===== config.mk =====
export PLATFORM = sky130hd
export DESIGN_NAME = hack_cpu_mc
export DESIGN_NICKNAME = d
export VERILOG_FILES = /design/src/rtl/hack_cpu_mc.sv
export SDC_FILE = /design/constraint.sdc
export NUM_CORES = 1
export LEC_CHECK = 0
export BUFFER_PORTS_ARGS = -buffer_cell sky130_fd_sc_hd__buf_2
export CORE_MARGIN = 4
export CORE_UTILIZATION = 35
export DETAILED_ROUTE_END_ITERATION = 8
export SLEW_MARGIN = 20
export SYNTH_ARGS = -nofsm -noshare
export SYNTH_HDL_FRONTEND = slang
export SYNTH_SLANG_ARGS = --single-unit

===== constraint.sdc =====
create_clock -name clk -period 5.7 [get_ports clk]
set_clock_uncertainty 0.2 [all_clocks]
set_input_delay 0.57 -clock clk [delete_from_list [all_inputs] [get_ports clk]]
set_output_delay 0.57 -clock clk [all_outputs]
set_load 0.02 [all_outputs]

===== src/rtl/hack_cpu_mc.sv =====
// Multi-cycle Hack CPU core with request/ready handshakes to instruction and
// data memories. One instruction is in flight at a time. The core stops for
// good on a taken self-jump; only reset brings it back.
module hack_cpu_mc #(
  parameter int DATA_W = 16,
  parameter int ADDR_W = 15,
  parameter int PC_W   = 15
) (
  input  logic              clk,
  input  logic              reset,
  output logic              imem_req,
  output logic [PC_W-1:0]   imem_addr,
  input  logic [15:0]       imem_data,
  input  logic              imem_ready,
  output logic              dmem_rd,
  output logic              dmem_wr,
  output logic [ADDR_W-1:0] dmem_addr,
  output logic [DATA_W-1:0] dmem_wdata,
  input  logic [DATA_W-1:0] dmem_rdata,
  input  logic              dmem_ready,
  output logic [PC_W-1:0]   pc,
  output logic              retire,
  output logic              halted
);

  typedef enum logic [2:0] {FETCH, DECODE, MREAD, EXECUTE, MWRITE, HALT} state_t;

  state_t              state, state_nx;
  logic [15:0]         ir;
  logic [DATA_W-1:0]   a_reg, d_reg, mdr, wdata;
  logic [ADDR_W-1:0]   waddr;
  logic                halt_pend;   // the pending M write belongs to a self-jump
  logic [DATA_W-1:0]   alu_x, alu_y, alu_out;
  logic                zr, ng, jump, self_jump;
  logic [PC_W-1:0]     pc_inc, jmp_tgt;

  assign pc_inc    = pc + PC_W'(1);
  assign jmp_tgt   = a_reg[PC_W-1:0];
  assign zr        = (alu_out == '0);
  assign ng        = alu_out[DATA_W-1];
  assign jump      = (ir[2] & ng) | (ir[1] & zr) | (ir[0] & ~zr & ~ng);
  assign self_jump = jump && (jmp_tgt == pc);

  // Hack ALU: x = D, y = A or M, controlled by zx,nx,zy,ny,f,no = ir[11:6]
  always_comb begin
    alu_x = ir[11] ? '0 : d_reg;
    if (ir[10]) alu_x = ~alu_x;
    alu_y = ir[12] ? mdr : a_reg;
    if (ir[9]) alu_y = '0;
    if (ir[8]) alu_y = ~alu_y;
    alu_out = ir[7] ? (alu_x + alu_y) : (alu_x & alu_y);
    if (ir[6]) alu_out = ~alu_out;
  end

  // Next-state logic and the retire pulse in the last cycle of each instruction
  always_comb begin
    state_nx = state;
    retire   = 1'b0;
    case (state)
      FETCH:   if (imem_ready) state_nx = DECODE;
      DECODE: begin
        if (!ir[15]) begin
          retire   = 1'b1;
          state_nx = FETCH;
        end else begin
          state_nx = ir[12] ? MREAD : EXECUTE;
        end
      end
      MREAD:   if (dmem_ready) state_nx = EXECUTE;
      EXECUTE: begin
        if (ir[3]) begin
          state_nx = MWRITE;
        end else begin
          retire   = 1'b1;
          state_nx = self_jump ? HALT : FETCH;
        end
      end
      MWRITE: begin
        if (dmem_ready) begin
          retire   = 1'b1;
          state_nx = halt_pend ? HALT : FETCH;
        end
      end
      HALT:    state_nx = HALT;
      default: state_nx = FETCH;
    endcase
    if (reset) retire = 1'b0;
  end

  // Requests are Moore outputs, killed combinationally while reset is high
  assign imem_req   = (state == FETCH)  && !reset;
  assign dmem_rd    = (state == MREAD)  && !reset;
  assign dmem_wr    = (state == MWRITE) && !reset;
  assign imem_addr  = pc;
  assign dmem_addr  = (state == MWRITE) ? waddr : a_reg[ADDR_W-1:0];
  assign dmem_wdata = wdata;
  assign halted     = (state == HALT);

  // Architectural state; EXECUTE uses the A value held at its entry for
  // the A update, the write address and the jump target alike
  always_ff @(posedge clk) begin
    if (reset) begin
      state     <= FETCH;
      pc        <= '0;
      a_reg     <= '0;
      d_reg     <= '0;
      ir        <= '0;
      mdr       <= '0;
      waddr     <= '0;
      wdata     <= '0;
      halt_pend <= 1'b0;
    end else begin
      state <= state_nx;
      case (state)
        FETCH:  if (imem_ready) ir <= imem_data;
        DECODE: begin
          if (!ir[15]) begin
            a_reg <= {{(DATA_W-15){1'b0}}, ir[14:0]};
            pc    <= pc_inc;
          end
        end
        MREAD:  if (dmem_ready) mdr <= dmem_rdata;
        EXECUTE: begin
          if (ir[5]) a_reg <= alu_out;
          if (ir[4]) d_reg <= alu_out;
          pc        <= jump ? jmp_tgt : pc_inc;
          waddr     <= a_reg[ADDR_W-1:0];
          wdata     <= alu_out;
          halt_pend <= self_jump;
        end
        default: ;
      endcase
    end
  end

endmodule


==> results.toml <==
[die]
num_rows = 51
core_um2 = 19600
ios = 102
die_x_um = 150
dieArea_um2 = 22400
chipHeight_um = 150
initial_core_util = 0.358

[synth]
synth_area_leaders = "dfxtp_1 (32%), nand2_1 (8.9%), a21oi_1 (7.8%)"
syn_avg_cell_area_um2 = 7.58
yosys_register_bits = 114
yosysWarnings = 0
synth_ff_type = "dfxtp_1"
synth_edf_count = 0
synth_top_cell_by_area = "dfxtp_1"
yosysMostFrequentCell = "nand2_1"
synth.yosys.seq_area_share = 0.325
syn_area_um2 = 7020
synth_commonest_cells = "nand2_1 (167), dfxtp_1 (114), a21oi_1 (110)"
syn-num-nets = 981
synth.distinct_cells = 62
netlist_instances = 927
synth_top_area_frac = 0.325
synthArstFlopShare = 0

[drt]
drt_wl_total_mm = 21.9
dr.pass1.iters = 5
drtIter0Drc = 513
post_drt_wl_per_cell_um = 17.3
viasPerCell = 5.32
route.detailed.drc = 0
detail-route-antenna-nets = 0
vias = 6752

[sta]
fin_setup_tns_ps = 0
fin_crit_ps = 4970
hold_violations = 0
holdWs_ps = 192
rsz0062_at_grt = "no"
timing_worst_slew_pin_value_ps = 903
fmax_ghz = 0.201
finalSetupViolations = 0
drv_slew = 0
final.period_utilization = 0.872
slew_headroom = 0.398

[setup_path]
r2r_end = "imem_addr[1]"
r2r_setup_slack_ps = 730
cp_data_arrival_time_ps = 5040
path_max_fanout = 18
cp-start-kind = "register"
crit_type = "reg -> reg"
slowest_stage = "dfxtp_1"
required_ps = 5770
critical_path.cell_chain = "nand2b_1, xnor2_1, ha_1, inv_1, fa_1, nor2b_2, o31ai_2, a211o_1, a41o_1, or4_4, a2111oi_4, nand4_1, a31oi_2, buf_4, mux2i_1, a211oi_1"
endpoint_kind = "register"
cp_slowest_stage_delay_ps = 670
timing.rr.start = "ir[11]"
ff2ff_path_depth = 16

[pwr]
ir_drop_mv = 0.195
leakage_nw = 3.35
power_density_nw_per_um2 = 284

[hold_path]
hold_start = "imem_data[13]"
holdPathEnd = "ir[13]"
worstHoldPathType = "in -> reg"
whs_path_depth = 3

[cts]
ctsResizeCount = 0
post_cts_buffers = 0
clockBufferDepth = 2
path_clk_slew_ps = 50
hold_buffers = 0
cts_buffers = 17
clock_latency_ps = 420
clock_sinks = 114
cts_tree = "done"
root_buffer = "clkbuf_16"
htree_levels = 4

[placement]
gp_congestion = 0.900
io_buffers = 101
dp_hpwl_mm = 16.2

[outcome]
status = "finished, final reports clean"

[global_routing]
grt_usage = 0.196
grt_max_degree = 83
grt_pass1_wl_mm = 34.3
antenna_found_initial = 1
grt.overflow.total = 0
grt_pass1_vias = 6118

[finish]
syn_to_final_growth_pct = 17.7
drive_above_1_share = 0.175
diodes = 0
final_nets = 1045

[job]
cap_violations = 0
-- worst max path at each step --
| stage | from | to | slack (ps) | cells after the start |
|---|---|---|---|---|
| after global placement | ir[12] | imem_addr[1] | 900 | 16 |
| final | ir[11] | imem_addr[1] | 730 | 16 |
| after floorplan | ir[12] | state[0] | 800 | 17 |
| after CTS | ir[11] | imem_addr[1] | 780 | 16 |
| after detailed placement | ir[11] | imem_addr[1] | 810 | 16 |
| after global routing | ir[11] | imem_addr[12] | 450 | 16 |
-- through the flow --
step	cell area, um2	instances	total power, W	utilization	worst slack, ps
floorplan	7020	927	0.00115	-	798
global placement	7670	1237	0.00128	0.392	897
detailed placement	7670	1237	0.00128	0.392	807
CTS	8270	1268	0.00236	0.422	783
global route	8270	1268	0.00245	0.422	452
finish	8270	1268	0.00235	0.422	730
-- critical path: cells and delay by family, from the launching register on --
family                   cells  cell delay (ps)
AO/OA/AOI/OAI                6             1380
AND/OR/NAND/NOR              4             1150
flip-flops                   1              670
multiplexers                 1              220
XOR/XNOR                     1              130
buffers and inverters        2              400
adder cells (fa/ha/maj)      2              660
-- cells by family (layout without fill, tap and decap cells) --
logic type                 Yosys count  after routing  synth area share
DFF                                114            114             0.325
buffers and inverters               89            165            0.0572
and+or+nand+nor                    383            383             0.243
muxes                               52             52            0.0770
adders and majority gates           18             18            0.0331
xor gates and xnor gates            67             67            0.0836
AOI/OAI and AO/OA                  204            204             0.181
-- final cells by class --
class                   instances  area [um2]
fillers                      2010       11300
multi-input cells             724        4350
flip-flops and latches        114        2280
repair buffers                121         658
clock buffers                  21         460
well taps                     265         332
clock inverters                10         134
inverters                      13        48.8
-- metal layers --
| layer | routed length, um | part of all wire | global-route usage |
|---|---|---|---|
| met1 | 10800 | 0.49 | 0.295 |
| met2 | 9260 | 0.42 | 0.282 |
| met3 | 1560 | 0.071 | 0.0448 |
| met4 | 302 | 0.014 | 0.0526 |
| met5 | 13 | 0.00059 | 0 |
-- layout by cell type (no fill, tap or decap), drive strengths merged, types with 17 or more instances in the layout --
cell / count
nand2: 167
buf: 121
dfxtp: 114
a21oi: 110
nor2: 97
xnor2: 42
mux2i: 36
xor2: 25
nand3: 24
a211oi: 24
nand2b: 23
clkbuf: 21
nor3: 20
o21ai: 20
ha: 17
-- report_power, final --
group          internal, W  leakage (nW)  switching [W]
combinational     0.000153          2.14       0.000257
sequential        0.000819         0.923      0.0000401
clock             0.000704         0.289       0.000378
total              0.00168          3.35       0.000675
No activity file was read; power rests on OpenSTA's default activity.
